<file path="config.mk">
export PLATFORM = sky130hd
export DESIGN_NAME = encoder_prio_seq
export DESIGN_NICKNAME = d
export VERILOG_FILES = /design/src/rtl/encoder_prio_seq.sv
export SDC_FILE = /design/constraint.sdc
export NUM_CORES = 1
export LEC_CHECK = 0
export CAP_MARGIN = 10
export CORE_MARGIN = 2
export CORE_UTILIZATION = 35
export CTS_BUF_LIST = sky130_fd_sc_hd__clkbuf_8 sky130_fd_sc_hd__clkbuf_16
export CTS_CLUSTER_DIAMETER = 150
export CTS_CLUSTER_SIZE = 40
export DETAILED_ROUTE_END_ITERATION = 10
export GPL_TIMING_DRIVEN = 0
export SYNTH_ARGS = -nofsm -noshare
export SYNTH_HDL_FRONTEND = slang
export SYNTH_SLANG_ARGS = --single-unit
export TNS_END_PERCENT = 1
</file>
<file path="constraint.sdc">
create_clock -name clk -period 2 [get_ports clk]
set_input_delay 0.2 -clock clk [delete_from_list [all_inputs] [get_ports clk]]
set_output_delay 0.2 -clock clk [all_outputs]
set_load 0.1 [all_outputs]
</file>
<file path="src/rtl/encoder_prio_seq.sv">
// Sequential priority encoder: sticky pending register, one binary code per valid/ready transfer.
// Optional macro ENCODER_RR_PRIORITY_EN selects round-robin instead of fixed highest-index priority.
module encoder_prio_seq #(
   parameter int N = 8,
   parameter int W = 3
) (
   input  logic         clk,
   input  logic         rst_n,
   input  logic         E,
   input  logic [N-1:0] A,
   input  logic         CLR,
   input  logic         R,
   output logic [W-1:0] S,
   output logic         V,
   output logic [N-1:0] P,
   output logic         OVF
);

   typedef enum logic [0:0] {
      ST_IDLE = 1'b0,
      ST_HOLD = 1'b1
   } state_t;

   state_t       state_q;
   logic [W-1:0] s_q;
   logic [N-1:0] p_q;
   logic         ovf_q;

   logic         accept_s;
   logic [N-1:0] accept_mask_s;
   logic [N-1:0] cap_s;
   logic [N-1:0] p_d;
   logic         ovf_hit_s;
   logic [W-1:0] win_idle_s;
   logic [W-1:0] win_next_s;

`ifdef ENCODER_RR_PRIORITY_EN
   logic [W-1:0] ptr_q;
   logic [W-1:0] ptr_d;

   // Scan downward from last-1 with wrap; the smallest distance from last wins.
   function automatic logic [W-1:0] pick(input logic [N-1:0] vec, input logic [W-1:0] last);
      logic [W-1:0] idx;
      logic [W-1:0] res;
      res = '0;
      for (int k = N; k >= 1; k--) begin
         idx = last - W'(k);
         if (vec[idx]) begin
            res = idx;
         end else begin
            res = res;
         end
      end
      return res;
   endfunction
`else
   function automatic logic [W-1:0] pick(input logic [N-1:0] vec);
      logic [W-1:0] res;
      res = '0;
      for (int i = 0; i < N; i++) begin
         if (vec[i]) begin
            res = W'(i);
         end else begin
            res = res;
         end
      end
      return res;
   endfunction
`endif

   // Transfer detection, capture merge, overflow detection and winner selection.
   always_comb begin
      accept_s      = (state_q == ST_HOLD) && R;
      accept_mask_s = accept_s ? ({{(N-1){1'b0}}, 1'b1} << s_q) : '0;
      cap_s         = E ? A : '0;
      p_d           = (p_q & ~accept_mask_s) | cap_s;
      ovf_hit_s     = |(cap_s & p_q & ~accept_mask_s);
`ifdef ENCODER_RR_PRIORITY_EN
      // A transfer moves the pointer at this edge, so the follow-on winner already sees it.
      ptr_d         = accept_s ? s_q : ptr_q;
      win_idle_s    = pick(p_q, ptr_d);
      win_next_s    = pick(p_d, ptr_d);
`else
      win_idle_s    = pick(p_q);
      win_next_s    = pick(p_d);
`endif
   end

   // Handshake FSM together with pending, code, overflow and pointer registers.
   always_ff @(posedge clk) begin
      if (!rst_n || CLR) begin
         state_q <= ST_IDLE;
         s_q     <= '0;
         p_q     <= '0;
         ovf_q   <= 1'b0;
`ifdef ENCODER_RR_PRIORITY_EN
         ptr_q   <= W'(N - 1);
`endif
      end else begin
         p_q   <= p_d;
         ovf_q <= ovf_q | ovf_hit_s;
`ifdef ENCODER_RR_PRIORITY_EN
         ptr_q <= ptr_d;
`endif
         case (state_q)
            ST_IDLE: begin
               if (|p_q) begin
                  state_q <= ST_HOLD;
                  s_q     <= win_idle_s;
               end else begin
                  state_q <= ST_IDLE;
               end
            end
            ST_HOLD: begin
               if (R && (|p_d)) begin
                  s_q     <= win_next_s;
               end else if (R) begin
                  state_q <= ST_IDLE;
               end else begin
                  state_q <= ST_HOLD;
               end
            end
            default: begin
               state_q <= ST_IDLE;
            end
         endcase
      end
   end

   assign S   = s_q;
   assign V   = (state_q == ST_HOLD);
   assign P   = p_q;
   assign OVF = ovf_q;

endmodule

</file>
==> impl_metrics.yaml <==
power:
  p_per_area_nw_per_um2: 619.3
  switching_share: 0.3784
  p_switching_w: 0.0003070
  power_leakage_nw: 0.5657
  irDropWorstVdd_mv: 0.4522
  p_seq_frac: 0.361
  clockPowerShare: 0.300
  p_comb_frac: 0.339
  internal_power_w: 0.0005043
place:
  io_buffers: 25
  placed_cells: 169
  gp_congestion: 0.8791
  hpwl_um: 2063
route:
  finalWirelength_um: 2842
  vias: 1015
  drt_iter0_drc: 23
  postRouteAntennaNets: 0
  viasPerCell: 5.867
  drc: 0
  wl_per_cell_um: 16.43
  drt-pass1-iter-count: 4
yosys:
  synthTopCellsByArea: "dfxtp_1, nand2_1, a21oi_1"
  synth.most_common_cell: "nand2_1"
  synth_cell_types: 45
  synth_seq_cells: 13
  syn_nets: 127
  yosysWarnings: 0
  synth_area_leader_cell: "dfxtp_1"
  synthArstFlopShare: 0
  netlist.area_leader.share: 0.2796
  synthCells: 114
  synth_flop_cell: "dfxtp_1"
  synth_area_um2: 930.9
  avgSynthCellArea_um2: 8.166
  synthTopCellsByCount: "nand2_1, dfxtp_1, nor2_1"
  ys_seq_area_frac: 0.2796
  synth_edf_count: 0
cts:
  path_clk_slew_ns: 0.06
  root_buffer: "clkbuf_8"
  htreeDepth: 1
  clock_latency_ns: 0.25
  clockBufferDepth: 2
  cts_hold_buf: 0
  numCtsBuffers: 3
  cts_num_sinks: 13
  postCtsSetupBuffers: 0
  cts_tree: "built"
  cts_resized: 5
grt:
  grt_util_met2: 0.3078
  grt_pass1_wl_um: 4733
  overflow: 0
  grt_use_total: 0.1955
  busiest_layer: "met2"
  antenna_found_initial: 0
  grt_max_degree: 11
  grt_pass1_vias: 1002
  met1_usage: 0.2411
  met3_usage: 0.05581
outcome:
  status: "finished, final reports clean"
timing:
  hold_viol_final: 0
  setup_violations: 0
  worstMarginPinSlew_ns: 0.9721
  period_share: 0.9787
  drv_slew: 0
  max_slew_margin: 0.3499
  rsz0062_at_grt: "no"
  layout_min_cycle_time_ns: 1.957
  clock_skew_ns: 0.002664
  finalSetupTns_ns: 0
  max_freq_mhz: 510.9
cells_and_area:
  fin_cells: 173
  area_growth_pct: 40.73
  diodes: 0
  drive_above_1_share: 0.2098
  final_nets: 157
die:
  io_pins: 26
  die_w_um: 55.57
  die_area_um2: 3088
  fp-row-count: 18
  initial_core_util: 0.3724
  fp.dieH_um: 55.57
  coreArea_um2: 2500
setup_path:
  slowest_delay_ns: 1.14
  worstPathCellList: "clkdlybuf4s50_1"
  crit_buf_inv: 1
  crit_slowest_cell: "clkdlybuf4s50_1"
  crit_path_start_kind: "register"
  arrival_ns: 1.76
  crit_fanout: 5
  crit_family: "buffers and inverters"
  criticalPathCategory: "reg2out"
  end_kind: "output port"
  critPathRequiredTime_ns: 1.80
min_path:
  hold_class: "reg2reg"
flow_run:
  maxCapViolCount: 0
## final timing paths
path	start	to	slack, ns	cells past startpoint
worst min-delay path	S[1]	S[1]	0.53	2
worst max-delay path	P[0]	P[0]	0.04	1
worst max register to register	V	S[0]	0.11	7
worst min register to register	S[1]	S[1]	0.53	2
## through the flow
step	hold WS, ns	instance area, um^2	total power, W	utilization	setup slack [ns]
floorplan	0.3415	950.9	0.0004889	-	0.06406
global placement	0.4962	1239	0.0005683	0.4955	-0.1970
detailed placement	0.5181	1239	0.0005690	0.4955	-0.1983
CTS	0.5294	1277	0.0008122	0.5110	0.002960
global route	0.5684	1310	0.0008524	0.5240	0.01978
finish	0.5309	1310	0.0008113	0.5240	0.04259
## registers in the layout, indices dropped and copies added (netlist names)
register  count
S             3
P             8
OVF           1
V             1
## power groups by stage
| stage | Combinational, W | Clock [W] | Sequential [W] |
|---|---|---|---|
| 2_1_floorplan | 0.000110 | 0 | 0.000379 |
| 3_3_place_gp | 0.000272 | 0 | 0.000296 |
| 3_5_place_dp | 0.000272 | 0 | 0.000297 |
| 4_1_cts | 0.000271 | 0.000250 | 0.000292 |
| 5_1_grt | 0.000293 | 0.000264 | 0.000295 |
| 6_report | 0.000275 | 0.000243 | 0.000293 |
## area by class of cell
class | instances | area (um^2)
buffer | 4 | 23.77
clock buffer | 3 | 41.29
clock inverter | 1 | 3.754
fill | 254 | 1190
inverter | 7 | 26.28
multi-input combinational | 90 | 638.1
sequential | 13 | 280.3
tap | 30 | 37.54
timing repair buffer | 25 | 259.0
## cells by family (layout without fill, tap and decap cells)
family,Yosys count,in the layout,synth area share
and+or+nand+nor,44,44,0.2796
muxes,4,4,0.04973
DFF,13,13,0.2796
AOI/OAI and AO/OA,42,42,0.3388
buffers and inverters,11,40,0.05241
## placed cells by master, fill, tap and decap left out, types with 2 or more instances in the layout
cell and instances:
nand2_1 14, clkdlybuf4s50_1 14, dfxtp_4 2, nor2b_1 3
o21ai_1 2, o211ai_1 3, o21ai_0 6, nand3_1 2
nor3_1 3, dlymetal6s2s_1 6, nand2b_1 3, a21oi_1 8
inv_1 7, dfxtp_2 10, a221oi_1 2, dlygate4sd2_1 5
a32o_1 2, nor2_1 9, buf_4 2, mux2i_1 2
o21a_1 5, clkbuf_8 3
## metal layers
metal | routed length, um | vias to the layer above
li1 | - | 488
met1 | 1213 | 469
met2 | 1309 | 46
met3 | 228 | 12
met4 | 91 | 0
met5 | 0 | -
(Power assumes the default switching activity.)
